[src/rtl/instr_fetch_unit.sv]
// Instruction-fetch front end: owns the PC and runs one valid/ready instruction-memory read
// at a time. It hands {instr, pc, pc_plus4} to decode and takes the resolved next PC back.
module instr_fetch_unit #(
  parameter logic [31:0] RESET_PC = 32'h0000_0000
) (
  input  logic        CLK,
  input  logic        RST,
  output logic        imem_req_valid,
  output logic [31:0] imem_req_addr,
  input  logic        imem_req_ready,
  input  logic        imem_rsp_valid,
  input  logic [31:0] imem_rsp_data,
  output logic        ifid_valid,
  output logic [31:0] ifid_instr,
  output logic [31:0] ifid_pc,
  output logic [31:0] ifid_pc_plus4,
  input  logic        ifid_ready,
  input  logic [31:0] next_pc,
  input  logic        flush,
  input  logic [31:0] flush_pc,
  output logic        misalign_err
);

  typedef enum logic [1:0] {
    IDLE = 2'd0,
    REQ  = 2'd1,
    WAIT = 2'd2,
    HOLD = 2'd3
  } state_t;

  state_t      state_q, state_d;
  logic [31:0] pc_q, pc_d;
  logic        drop_q, drop_d;
  logic        ifid_valid_q, ifid_valid_d;
  logic [31:0] ifid_instr_q, ifid_instr_d;
  logic [31:0] ifid_pc_q, ifid_pc_d;
  logic [31:0] ifid_pc_plus4_q, ifid_pc_plus4_d;
  logic        misalign_q, misalign_d;

  // A flush cycle never offers a request, so a redirect cannot race a newly accepted read.
  assign imem_req_valid = (state_q == REQ) && !flush;
  assign imem_req_addr  = pc_q;
  assign ifid_valid     = ifid_valid_q;
  assign ifid_instr     = ifid_instr_q;
  assign ifid_pc        = ifid_pc_q;
  assign ifid_pc_plus4  = ifid_pc_plus4_q;
  assign misalign_err   = misalign_q;

  always_comb begin
    state_d         = state_q;
    pc_d            = pc_q;
    drop_d          = drop_q;
    ifid_valid_d    = ifid_valid_q;
    ifid_instr_d    = ifid_instr_q;
    ifid_pc_d       = ifid_pc_q;
    ifid_pc_plus4_d = ifid_pc_plus4_q;
    misalign_d      = misalign_q;

    if (flush) begin
      pc_d         = {flush_pc[31:2], 2'b00};
      ifid_valid_d = 1'b0;
      if (flush_pc[1:0] != 2'b00) misalign_d = 1'b1;
      if (state_q == WAIT) begin
        // The read in flight cannot be cancelled; swallow its response instead.
        if (imem_rsp_valid) begin
          drop_d  = 1'b0;
          state_d = REQ;
        end else begin
          drop_d = 1'b1;
        end
      end else begin
        state_d = REQ;
      end
    end else begin
      case (state_q)
        IDLE: state_d = REQ;
        REQ: begin
          if (imem_req_ready) state_d = WAIT;
        end
        WAIT: begin
          if (imem_rsp_valid) begin
            if (drop_q) begin
              drop_d  = 1'b0;
              state_d = REQ;
            end else begin
              ifid_instr_d    = imem_rsp_data;
              ifid_pc_d       = pc_q;
              ifid_pc_plus4_d = pc_q + 32'd4;
              ifid_valid_d    = 1'b1;
              state_d         = HOLD;
            end
          end
        end
        HOLD: begin
          if (ifid_ready) begin
            pc_d         = {next_pc[31:2], 2'b00};
            ifid_valid_d = 1'b0;
            if (next_pc[1:0] != 2'b00) misalign_d = 1'b1;
            state_d      = REQ;
          end
        end
        default: state_d = IDLE;
      endcase
    end
  end

  always_ff @(posedge CLK) begin
    if (RST) begin
      state_q         <= IDLE;
      pc_q            <= RESET_PC;
      drop_q          <= 1'b0;
      ifid_valid_q    <= 1'b0;
      ifid_instr_q    <= 32'd0;
      ifid_pc_q       <= 32'd0;
      ifid_pc_plus4_q <= 32'd0;
      misalign_q      <= 1'b0;
    end else begin
      state_q         <= state_d;
      pc_q            <= pc_d;
      drop_q          <= drop_d;
      ifid_valid_q    <= ifid_valid_d;
      ifid_instr_q    <= ifid_instr_d;
      ifid_pc_q       <= ifid_pc_d;
      ifid_pc_plus4_q <= ifid_pc_plus4_d;
      misalign_q      <= misalign_d;
    end
  end

endmodule

[config.mk]
export PLATFORM = sky130hd
export DESIGN_NAME = instr_fetch_unit
export DESIGN_NICKNAME = d
export VERILOG_FILES = /design/src/rtl/instr_fetch_unit.sv
export SDC_FILE = /design/constraint.sdc
export NUM_CORES = 1
export LEC_CHECK = 0
export CORE_AREA = 2 2 116 118
export DETAILED_ROUTE_END_ITERATION = 8
export DIE_AREA = 0 0 118 120
export PLACE_DENSITY = 0.82
export SKIP_LAST_GASP = 1
export SLEW_MARGIN = 5
export SYNTH_ARGS = -nofsm -noshare
export SYNTH_HDL_FRONTEND = slang
export SYNTH_SLANG_ARGS = --single-unit
export TNS_END_PERCENT = 5
[constraint.sdc]
create_clock -name CLK -period 2.4 [get_ports CLK]
set_input_delay 0.6 -clock CLK [delete_from_list [all_inputs] [get_ports CLK]]
set_output_delay 0.6 -clock CLK [all_outputs]
set_load 0.02 [all_outputs]
; ---- Yosys cells after proc, flatten, opt, wreduce, memory -nomap -nowiden
; Cells that the tools add are included.
[totals]
register_bits = 129
latchBits = 0
ramBits = 0
rom_bits = 0
input_bits = 102
n_memories = 0
[op_classes]
add_sub_neg = 1
mul = 0
div_mod_pow = 0
magnitude_cmp = 0
eq_ne = 9
shifts = 0
muxes = 25
bitwise_logic = 2
n_reduce_logical = 17
[op_table]
columns = cell, count
row1 = 32-bit 2-to-1 mux, 3
row2 = "32-bit by 3-bit adder with 32-bit output, second input constant", 1
row3 = 2-bit 2-to-1 mux, 7
row4 = 2-bit nonzero test, 7
row5 = 1-bit 2-to-1 mux, 13
row6 = 4-bit AND reduction, 3
row7 = 2-bit one-hot mux with 4 select lines, 1
row8 = "2-bit != test, second input constant", 3
row9 = "3-bit != test, second input constant", 2
row10 = "2-bit == test, second input constant", 2
row11 = 2-bit AND reduction, 2
row12 = 3-bit AND reduction, 1
row13 = "2-bit by 1-bit == test with 1-bit output, second input constant", 1
row14 = 2-bit zero test, 1
row15 = "2-bit by 1-bit != test with 1-bit output, second input constant", 1
row16 = 1-bit inverter, 2
row17 = 1-bit one-hot mux with 2 select lines, 1
row18 = 2-bit OR reduction, 1
row19 = 1-bit logical AND, 1
row20 = 1-bit zero test, 1

; ---- Depth between registers and ports, before layout
[logic_depth]
word_depth = 5
mapped_depth = 8

; ---- Least setup slack after synthesis
; No wires, ideal clock.
[synth_path]
kind = register to register
from = reg pc_q[8], in the netlist imem_req_addr[8]
to = reg ifid_pc_plus4_q[29], in the netlist ifid_pc_plus4[29]
t_arrival_ns = 1.828
t_required_ns = 2.309
path_slack_ns = 0.481
stages_incl_launch_ff = 7
path_buffers = 2
synth_period_minus_slack_ns = 1.919
path_cell_list = dfxtp_1 and4_1 buf_4 nand4_4 buf_6 or4_1 a311oi_1
[synth_between]
elab_chain_len = 1
[synth_rtl]
columns = item, line
row1 = "start, declared", 32  ; logic [31:0] pc_q, pc_d;
row2 = "start signal, assigned", 119  ; pc_q <= pc_d;
row3 = 32-bit by 3-bit adder with 32-bit output, 88  ; ifid_pc_plus4_d = pc_q + 32'd4;
row4 = "end signal, assigned", 124  ; ifid_pc_plus4_q <= ifid_pc_plus4_d;
row5 = "end, declared", 37  ; logic [31:0] ifid_pc_plus4_q, ifid_pc_plus4_d;
; Every way passes these cells.
; A chain may end at the register's enable or synchronous reset.

; ---- Worst setup path after layout
[layout_path]
from = reg pc_q[26], in the netlist imem_req_addr[26]
to = out imem_req_addr[26]
[layout_lines]
columns = item, line
row1 = "end, declared", 9  ; output logic [31:0] imem_req_addr,
; No word-level cell between the ends.

==> results_dict.tcl <==
set metrics [dict create \
    status "completed" \
    place_congestion 0.814 \
    crit_start "imem_req_addr[26]$_SDFFE_PP0P_" \
    p_leak_uw 0.00298 \
    path_cells "clkdlybuf4s50_1" \
    grt_pass1_wl_um 25400 \
    synth-seq-area-share 0.470 \
    numCtsBuffers 17 \
    p_int_uw 4030 \
    timing.final.ws_setup_ps 216 \
    crit_arrival_ps 1580 \
    worstPathBufferInverterCount 1 \
    firstDrtPassIters 4 \
    layout-drive-gt1-share 0.0696 \
    antenna_found_initial 0 \
    cp_max_fo 9 \
    startpoint_type "register" \
    clkTransAtPathRegs_ps 50 \
    cts_tree "built" \
    fp.coreArea_um2 13000 \
    fp-row-count 42 \
    worstReg2RegStart "imem_req_addr[10]$_SDFFE_PP0P_" \
    final_cells 1053 \
    critPathSlowestCell "clkdlybuf4s50_1" \
    drt_iter0_drc 265 \
    drc_errors 0 \
    finalCritPeriodShare 0.910 \
    p_clk_frac 0.463 \
    worstSetupEndpointType "output pin" \
    ant_nets 0 \
    port_buffers 226 \
    n_antenna_cell 0 \
    cpLargestDelayFamily "buffers and inverters" \
    hold_viol 0 \
    dpl-instance-area_um2 7910 \
    holdCritPathClass "reg -> reg" \
    die_area_um2 14200 \
    max_freq_mhz 458 \
    mostFrequentLayoutCell "clkdlybuf4s50_1" \
    syn_inst 649 \
    synth_edf_count 0 \
    die_h_um 120 \
    syn_to_final_growth_pct 56.7 \
    dp_hpwl_um 11500 \
    yosys_register_bits 127 \
    stdcell_area_um2 8470 \
    clkSinkCount 127 \
    root_buffer "clkbuf_16" \
    grt_max_degree 86 \
    critPathKind "reg -> out" \
    grt_remaining_overflow 0 \
    routedWlPerCell_um 15.2 \
    whs_ps 450 \
    drv_slew 0 \
    hp-start "ifid_instr[12]$_SDFFE_PP0P_" \
    setup_tns_ps 0 \
    peakVddDrop_v 0.000412 \
    cts_hold_buf 0 \
    finalCriticalPeriod_ps 2180 \
    sequentialPowerShare 0.422 \
    grt_usage 0.226 \
    cts_buffer_depth 2 \
    switching_share 0.236 \
    clk_latency_ps 410 \
    cellPowerDensity_nw_per_um2 622 \
    synth-warning-count 0 \
    finalNetCount 972 \
    cap_violations 0 \
    p_switching_uw 1240 \
    setup_viol 0 \
    viasPerCell 5.08 \
    synth_cell_type_count 38 \
    chipWidth_um 118 \
    placed_cells 1022 \
    grt_pass1_vias 4953 \
    wirelength_um 16000 \
    vias 5351 \
    ys.flop_type "dfxtp_1" \
    fin_skew_ps 4.33 \
    syn_area_per_cell_um2 8.33 \
    pre_cts_ws_ps 202 \
    rsz0062_at_grt "no" \
    ctsHtreeMaxLevel 4 \
    io_pins 233 \
    layout_common_cells "223 x clkdlybuf4s50_1, 135 x nand2_1, 127 x dfxtp_1" \
    required_ps 1800 \
    synth_area_um2 5410 \
    start_util 0.417 \
    power_frac_comb 0.115 \
    cp_slowest_stage_delay_ps 690 \
    ys_async_sr_fraction 0 \
]
## cells in the mapped netlist (5+ instances only)
master / number / area share
mux2i_1: 30 / 0.056
a311oi_1: 13 / 0.021
inv_1: 7 / 0.0049
dfxtp_1: 127 / 0.47
a211oi_1: 46 / 0.064
nand2_1: 135 / 0.094
xor2_1: 11 / 0.018
or4_1: 8 / 0.011
o21ai_0: 9 / 0.0083
nand3_1: 8 / 0.0074
a21oi_1: 70 / 0.065
nor2_1: 64 / 0.044
nand4_1: 11 / 0.013
buf_4: 8 / 0.011
ha_1: 5 / 0.012
or3_1: 6 / 0.0069
o31ai_1: 8 / 0.011
clkbuf_1: 45 / 0.031
## cell families (layout without fill, tap and decap cells)
kind of cell,Yosys count,count (layout),share of synthesized area
AOI/OAI and AO/OA,153,153,0.179
xor gates and xnor gates,13,13,0.0211
adders and majority gates,5,5,0.0116
buffers and inverters,65,288,0.0528
DFF,127,127,0.470
muxes,30,30,0.0555
other,1,6,0.000693
and+or+nand+nor,255,255,0.209
## through the flow
stage	power, uW	util
after floorplan	2530	-
after global placement	2870	0.609
after detailed placement	2880	0.609
after CTS	5330	0.653
after global routing	5480	0.653
final	5270	0.653
## area by class of cell
cell class | instances | area, um2
repair buffers | 250 | 2500
fillers | 1098 | 4510
flip-flops and latches | 127 | 2540
inverters | 7 | 26.3
clock inverters | 11 | 118
well taps | 176 | 220
multi-input cells | 462 | 2620
clock buffers | 20 | 447
## power groups by stage
stage / Combinational (uW) / Sequential (uW) / Clock, uW
global placement: 601 / 2270 / 0
CTS: 612 / 2220 / 2500
global route: 653 / 2230 / 2590
detailed placement: 608 / 2270 / 0
finish: 607 / 2220 / 2440
floorplan: 209 / 2320 / 0
## repair_timing
| item | 4_1_cts | 5_1_grt |
|---|---|---|
| endpoints found under the setup margin | 0 | 1 |
| setup buffers | 0 | 0 |
| gates resized for setup | 0 | 1 |
## registers in the layout, summed over array words and instances, names as in the netlist
name / flops
ifid_pc_plus4: 30
state_q: 2
ifid_valid: 1
misalign_err: 1
ifid_instr: 32
ifid_pc: 30
imem_req_addr: 30
drop_q: 1
## worst paths after layout
| kind | to | slack [ps] | cells past startpoint |
|---|---|---|---|
| min | ifid_instr[12]$_SDFFE_PP0P_ | 450 | 2 |
| max reg2reg | ifid_pc_plus4[31]$_SDFFE_PP0P_ | 390 | 4 |
| max | imem_req_addr[26] | 220 | 1 |
| min reg2reg | ifid_instr[12]$_SDFFE_PP0P_ | 450 | 2 |
## layer usage
metal | track usage | vias up | wire [um]
met1 | 0.266 | 2427 | 6600
met3 | 0.0770 | 29 | 1350
met5 | 0 | - | 0
li1 | - | 2684 | -
met2 | 0.380 | 211 | 7750
met4 | 0.0866 | 0 | 312
## worst min-delay path: cells and delay by family, from the launching register on
kind               cells  cell delay [ps]
AOI/OAI and AO/OA      1               50
DFF                    1              300
and+or+nand+nor        1               50
No activity file was read; power rests on OpenSTA's default activity.
